==> src/rtl/spi_cmd_decode.sv <==
// SPI command decoder: turns a chip-select framed byte stream into timing register
// updates or pixel buffer byte writes, with a done pulse at the end of pixel frames.
module spi_cmd_decode #(
    parameter logic [7:0] CMD_CONF_WR  = 8'h2a,
    parameter logic [7:0] CMD_PIXEL_WR = 8'h2c,
    parameter logic [7:0] T0H_RST      = 8'h01,
    parameter logic [7:0] T0S_RST      = 8'h80,
    parameter logic [7:0] T1H_RST      = 8'h7f,
    parameter logic [7:0] T1S_RST      = 8'h80
) (
    input  logic       clk_in,
    input  logic       rst_n_in,
    input  logic       spi_cs_n_in,
    input  logic       spi_byte_vld_in,
    input  logic [7:0] spi_byte_data_in,
    output logic       wr_en_out,
    output logic       wr_done_out,
    output logic [5:0] wr_addr_out,
    output logic [7:0] wr_data_out,
    output logic [3:0] wr_byte_en_out,
    output logic [7:0] t0h_cnt_out,
    output logic [7:0] t0s_cnt_out,
    output logic [7:0] t1h_cnt_out,
    output logic [7:0] t1s_cnt_out
);

    // state   | meaning
    // IDLE    | no transaction, waiting for cs_n falling edge
    // CMD     | cs_n low, waiting for the command byte
    // CONF    | collecting the four timing bytes into shadow registers
    // PIXEL   | each byte becomes a pixel buffer byte-lane write
    // DISCARD | ignore bytes until cs_n rises
    typedef enum logic [2:0] {
        S_IDLE,
        S_CMD,
        S_CONF,
        S_PIXEL,
        S_DISCARD
    } state_t;

    state_t     state_q;
    logic       cs_prev_q;
    logic [1:0] conf_idx_q;
    logic [7:0] sh0_q, sh1_q, sh2_q;
    logic [7:0] pix_cnt_q;
    logic       pix_full_q;
    logic       pix_any_q;

    logic       wr_en_q, wr_done_q;
    logic [5:0] wr_addr_q;
    logic [7:0] wr_data_q;
    logic [3:0] wr_be_q;
    logic [7:0] t0h_q, t0s_q, t1h_q, t1s_q;

    logic cs_fall, cs_rise, byte_take, take_cmd;

    assign cs_fall   = cs_prev_q & ~spi_cs_n_in;
    assign cs_rise   = ~cs_prev_q & spi_cs_n_in;
    assign byte_take = spi_byte_vld_in & ~spi_cs_n_in;
    // A byte arriving on the falling-edge cycle is already the command byte.
    assign take_cmd  = byte_take & ((state_q == S_IDLE && cs_fall) || state_q == S_CMD);

    // cs_prev_q resets low so a chip select held low through reset is not
    // mistaken for a new falling edge.
    always_ff @(posedge clk_in or negedge rst_n_in) begin
        if (!rst_n_in) begin
            state_q    <= S_IDLE;
            cs_prev_q  <= 1'b0;
            conf_idx_q <= 2'd0;
            sh0_q      <= 8'h00;
            sh1_q      <= 8'h00;
            sh2_q      <= 8'h00;
            pix_cnt_q  <= 8'd0;
            pix_full_q <= 1'b0;
            pix_any_q  <= 1'b0;
            wr_en_q    <= 1'b0;
            wr_done_q  <= 1'b0;
            wr_addr_q  <= 6'd0;
            wr_data_q  <= 8'h00;
            wr_be_q    <= 4'b0000;
            t0h_q      <= T0H_RST;
            t0s_q      <= T0S_RST;
            t1h_q      <= T1H_RST;
            t1s_q      <= T1S_RST;
        end else begin
            cs_prev_q <= spi_cs_n_in;
            wr_en_q   <= 1'b0;
            wr_done_q <= 1'b0;
            if (cs_rise) begin
                state_q   <= S_IDLE;
                wr_done_q <= (state_q == S_PIXEL) && pix_any_q;
            end else if (take_cmd) begin
                if (spi_byte_data_in == CMD_CONF_WR) begin
                    state_q    <= S_CONF;
                    conf_idx_q <= 2'd0;
                end else if (spi_byte_data_in == CMD_PIXEL_WR) begin
                    state_q    <= S_PIXEL;
                    pix_cnt_q  <= 8'd0;
                    pix_full_q <= 1'b0;
                    pix_any_q  <= 1'b0;
                end else begin
                    state_q <= S_DISCARD;
                end
            end else begin
                case (state_q)
                    S_IDLE: begin
                        if (cs_fall) state_q <= S_CMD;
                    end
                    S_CONF: begin
                        if (byte_take) begin
                            conf_idx_q <= conf_idx_q + 2'd1;
                            case (conf_idx_q)
                                2'd0: sh0_q <= spi_byte_data_in;
                                2'd1: sh1_q <= spi_byte_data_in;
                                2'd2: sh2_q <= spi_byte_data_in;
                                default: begin
                                    t0h_q   <= sh0_q;
                                    t0s_q   <= sh1_q;
                                    t1h_q   <= sh2_q;
                                    t1s_q   <= spi_byte_data_in;
                                    state_q <= S_DISCARD;
                                end
                            endcase
                        end
                    end
                    S_PIXEL: begin
                        if (byte_take && !pix_full_q) begin
                            wr_en_q   <= 1'b1;
                            wr_addr_q <= pix_cnt_q[7:2];
                            wr_be_q   <= 4'b1000 >> pix_cnt_q[1:0];
                            wr_data_q <= spi_byte_data_in;
                            pix_any_q <= 1'b1;
                            // Saturate at the last lane of word 63 rather than wrapping.
                            if (pix_cnt_q == 8'hff) pix_full_q <= 1'b1;
                            else                    pix_cnt_q  <= pix_cnt_q + 8'd1;
                        end
                    end
                    default: ;
                endcase
            end
        end
    end

    assign wr_en_out      = wr_en_q;
    assign wr_done_out    = wr_done_q;
    assign wr_addr_out    = wr_addr_q;
    assign wr_data_out    = wr_data_q;
    assign wr_byte_en_out = wr_be_q;
    assign t0h_cnt_out    = t0h_q;
    assign t0s_cnt_out    = t0s_q;
    assign t1h_cnt_out    = t1h_q;
    assign t1s_cnt_out    = t1s_q;

endmodule

==> config.mk <==
export PLATFORM = sky130hd
export DESIGN_NAME = spi_cmd_decode
export DESIGN_NICKNAME = d
export VERILOG_FILES = /design/src/rtl/spi_cmd_decode.sv
export SDC_FILE = /design/constraint.sdc
export NUM_CORES = 1
export LEC_CHECK = 0
export ABC_AREA = 1
export BUFFER_PORTS_ARGS = -buffer_cell sky130_fd_sc_hd__buf_2
export CORE_MARGIN = 2
export CORE_UTILIZATION = 56
export CTS_CLUSTER_SIZE = 16
export DETAILED_ROUTE_END_ITERATION = 10
export PLACE_DENSITY = 0.81
export SLEW_MARGIN = 40
export SYNTH_ARGS = -nofsm -noshare
export SYNTH_HDL_FRONTEND = slang
export SYNTH_SLANG_ARGS = --single-unit
export TNS_END_PERCENT = 30
==> constraint.sdc <==
create_clock -name clk_in -period 1.8 [get_ports clk_in]
set_input_delay 0.36 -clock clk_in [delete_from_list [all_inputs] [get_ports clk_in]]
set_output_delay 0.36 -clock clk_in [all_outputs]
set_load 0.01 [all_outputs]
==> tab_implementation.tex <==
\begin{tabular}{lr}
\hline
Metric & Value \\
\hline
\multicolumn{2}{l}{\textbf{Placement}} \\
\quad Port bufs & 63 \\
\quad Routability-driven placement congestion ratio & 0.8793 \\
\quad Post-detailed-placement half-perimeter wirelength & between 5000 and 6000 um \\
\quad Cell area after placement & 0.004551 sq mm \\
\multicolumn{2}{l}{\textbf{Synthesis}} \\
\quad Average cell area after synthesis & just over 9 sq um \\
\quad Cell types with the largest area share after synthesis & sky130\_fd\_sc\_hd\_\_dfrtp\_1 (50\%), sky130\_fd\_sc\_hd\_\_nand2\_1 (14\%), sky130\_fd\_sc\_hd\_\_dfstp\_2 (6.5\%), sky130\_fd\_sc\_hd\_\_o21ai\_1 (3.4\%), sky130\_fd\_sc\_hd\_\_o21ai\_0 (3.2\%) \\
\quad Top-area cell type share of the netlist area & 0.5042 \\
\quad Distinct cells, synth & 30 \\
\quad Syn Std Cell Area & 0.004070 sq mm \\
\quad Post-synthesis cell type with the largest combined area & sky130\_fd\_sc\_hd\_\_dfrtp\_1 \\
\quad Syn Inst Count & 439 \\
\quad Synthesized netlist net count & 461 \\
\quad Seq/Total Area, Yosys & 0.5687 \\
\quad Number of warnings printed during yosys synthesis & 0 \\
\quad Flops \& latches, synth & 92 \\
\multicolumn{2}{l}{\textbf{Detailed routing}} \\
\quad Final wirelength & 8340 um \\
\quad Count of vias placed by the detailed router & 3,088 \\
\quad Post-route ant nets & 0 \\
\quad Initial drt markers & 157 \\
\quad Routed length per placed instance & approximately 14 um \\
\quad First drt pass iteration count & 4 \\
\quad Number of design rule violations left after detail routing & 0 \\
\quad Detailed-route vias per instance & 5.005 \\
\multicolumn{2}{l}{\textbf{Floorplan}} \\
\quad Std-Cell Rows & 31 \\
\quad Top-level port count & 64 \\
\quad Effective utilization at floorplan & 0.5703 \\
\quad Height of the die & 89.26 um \\
\quad Horizontal die dimension & about 89 um \\
\quad Core region area & 0.007137 sq mm \\
\quad Die Area & approximately 0.008 sq mm \\
\multicolumn{2}{l}{\textbf{Global route}} \\
\quad Wire length of the first global-routing pass & 13,720 um \\
\quad Met1 layer usage reported by global route & 0.2973 \\
\quad GR Layer Usage met2 & 0.3825 \\
\quad Met3 track demand over resource in global routing & 0.03047 \\
\quad Global route overflow & 0 \\
\quad Layer carrying the most global-route usage & met2 \\
\quad Tot GR Track Use & 0.2266 \\
\quad Number of antenna violations at the first check in global routing & 0 \\
\quad Pin count of the biggest net entering global routing & 58 \\
\quad Number of global-route vias before repair & between 2,000 and 3,000 \\
\multicolumn{2}{l}{\textbf{Pwr}} \\
\quad Int Pwr & roughly 2.8 mW \\
\quad Cell Pwr Density & 814.4 mW/mm\^{}2 \\
\quad Net Switching & 1.115 mW \\
\quad Worst IR drop on VDD & 0.4154 mV \\
\quad Relative contribution of the clock network to total power & 0.352 \\
\quad Switching power as a share of total power & 0.2878 \\
\quad Leakage power & 2.589 nW \\
\quad Flop pwr share & 0.554 \\
\quad Comb power frac & 0.093 \\
\quad Power Total & 3.874 mW \\
\multicolumn{2}{l}{\textbf{CTS}} \\
\quad Clock buffers created by TritonCTS & 9 \\
\quad Max Buffers Root-to-Sink & 2 \\
\quad Sink Count & 92 \\
\quad Clock tree root buffer cell & sky130\_fd\_sc\_hd\_\_clkbuf\_8 \\
\quad Number of buffers added for setup after CTS & 0 \\
\quad Depth of the CTS H-tree & 3 \\
\quad Clock latency reported for the late side of the worst-skew pair & 370 ps \\
\quad TritonCTS clock tree & built \\
\quad CTS clock-pin slew for the worst setup and hold paths & approximately 100 ps \\
\multicolumn{2}{l}{\textbf{STA}} \\
\quad Clock period minus worst slack & 1623 ps \\
\quad Share of the clock period used by the worst path after layout & 0.9016 \\
\quad Worst slew pin tran & 311.7 ps \\
\quad Final-report hold violation count & 0 \\
\quad Highest achievable clock rate & between 0.6 and 0.7 GHz \\
\quad Max\_slew headroom & 0.7920 \\
\quad Final count of negative-setup-slack endpoints & 0 \\
\quad Pins Over Slew Limit & 0 \\
\quad Final total negative setup slack & 0 ps \\
\quad Worst Skew & around 10 ps \\
\quad RSZ-0062 raised after global routing & no \\
\multicolumn{2}{l}{\textbf{Min path}} \\
\quad Tightest Hold Check Type & input pin to register \\
\quad Worst Hold Path Cells & 1 \\
\multicolumn{2}{l}{\textbf{Layout}} \\
\quad Filler cell count in the final layout & 604 \\
\quad Post-Layout Inst Area & roughly 0.0048 sq mm \\
\quad Post-synthesis to final-layout area growth & 16.88\% \\
\quad Most frequent cells in the layout & sky130\_fd\_sc\_hd\_\_nand2\_1 (152), sky130\_fd\_sc\_hd\_\_dfrtp\_1 (81), sky130\_fd\_sc\_hd\_\_buf\_2 (62), sky130\_fd\_sc\_hd\_\_o21ai\_1 (28) \\
\quad Sequential cell area & 0.002316 sq mm \\
\quad Most common cell after layout, fill and taps aside & sky130\_fd\_sc\_hd\_\_nand2\_1 \\
\quad Final net count & 535 \\
\quad Area occupied by multi-input gates & 0.001536 sq mm \\
\quad Final antenna diode count & 0 \\
\quad Fraction of final layout cells with drive strength greater than 1 & 0.2876 \\
\multicolumn{2}{l}{\textbf{Run}} \\
\quad Maximum capacitance violations & 0 \\
\multicolumn{2}{l}{\textbf{Critical path}} \\
\quad Largest fanout of any net on the critical path & 8 \\
\quad Worst Reg-to-Reg Cells & 9 \\
\quad Endpoint type of the worst setup path & register \\
\quad Worst Setup Start Kind & register \\
\quad Required time of the worst setup path & 2100 ps \\
\quad Crit path arrival time & 1930 ps \\
\quad Critical setup path kind & register to register \\
\multicolumn{2}{l}{\textbf{Run status}} \\
\quad Outcome & finished, final reports clean \\
\hline
\end{tabular}
## through the flow
| step | std cells | utilization | hold WS [ps] | worst slack, ps |
|---|---|---|---|---|
| 2_1_floorplan | 439 | - | 64.41 | 411.5 |
| 3_3_place_gp | 600 | 0.6376 | 238.7 | 158.9 |
| 3_5_place_dp | 600 | 0.6376 | 238.7 | 101.6 |
| 4_1_cts | 617 | 0.6664 | 190.9 | 172.1 |
| 5_1_grt | 617 | 0.6666 | 196.6 | 11.64 |
| 6_report | 617 | 0.6666 | 195.1 | 177.1 |
## sequential cells by signal, summed over array words and instances (netlist names), 4 cells and up
signal,count
pix_cnt_q,8
wr_data_out,8
wr_byte_en_out,4
t0s_cnt_out,8
wr_addr_out,6
sh0_q,8
t0h_cnt_out,8
sh1_q,8
sh2_q,8
t1h_cnt_out,8
t1s_cnt_out,8
## area by class of cell
| class | instances | share of cell area |
|---|---|---|
| inverter | 33 | 0.02683 |
| clock buffer | 9 | 0.02604 |
| sequential | 92 | 0.4868 |
| clock inverter | 7 | 0.01499 |
| multi-input combinational | 299 | 0.3230 |
| tap | 99 | 0.02604 |
| timing repair buffer | 78 | 0.09627 |
## final timing paths
path / slack, ps / startpoint / endpoint
worst min-delay path: 200 / spi_cs_n_in / cs_prev_q
max in group asynchronous: 800 / rst_n_in / t1h_cnt_out[4]
worst max register to register: 180 / pix_cnt_q[0] / pix_cnt_q[1]
worst min register to register: 480 / t0s_cnt_out[7] / t0s_cnt_out[7]
min in group asynchronous: 410 / rst_n_in / sh2_q[7]
worst max-delay path: 180 / pix_cnt_q[0] / pix_cnt_q[1]
## timing repair
action	in CTS	in global routing
gates resized for setup	0	1
hold buffers	1	0
endpoints found under the setup margin	0	1
hold endpoints to repair	15	0
## power groups by stage
stage               Sequential [mW]  Clock [mW]  Combinational [mW]
floorplan                      2.18           0               0.233
global placement               2.19           0               0.352
detailed placement             2.19           0               0.362
CTS                            2.15        1.38               0.365
global route                   2.15        1.46               0.413
finish                         2.15        1.37               0.362
## cells by family after synthesis
logic type      after synthesis  share of synthesized area
simple gates                211                     0.2370
compound gates               77                     0.1076
buf+inv                      48                    0.05379
xor+xnor                      1                   0.002152
flops                        92                     0.5687
fa+ha+maj                    10                    0.03074
## layer usage
metal | part of all wire | routed length (um)
met5 | 0 | 0
met2 | 0.50 | 4164
met3 | 0.037 | 305
met1 | 0.45 | 3713
met4 | 0.019 | 157
## worst max-delay path, stage by stage (launching register included)
cell	delay, ps
sky130_fd_sc_hd__dfrtp_1	460
sky130_fd_sc_hd__ha_1	230
sky130_fd_sc_hd__nand3_1	130
sky130_fd_sc_hd__nor2_2	140
sky130_fd_sc_hd__nand2_1	110
sky130_fd_sc_hd__nor2_4	130
sky130_fd_sc_hd__nand2_1	70
sky130_fd_sc_hd__nand2_2	150
sky130_fd_sc_hd__nand2_1	70
sky130_fd_sc_hd__nand2_1	60
## synthesized netlist by cell type, drive strengths merged
library cell and count:
nand2 162, dfrtp 82, o21ai 68, inv 32, nor2 27, nand3 14
buf 12, dfstp 10, ha 10, a21oi 9, nand4 4, clkbuf 3
nand3b 2, nor3 2, clkinv 1, xor2 1
No activity file was read; power rests on OpenSTA's default activity.
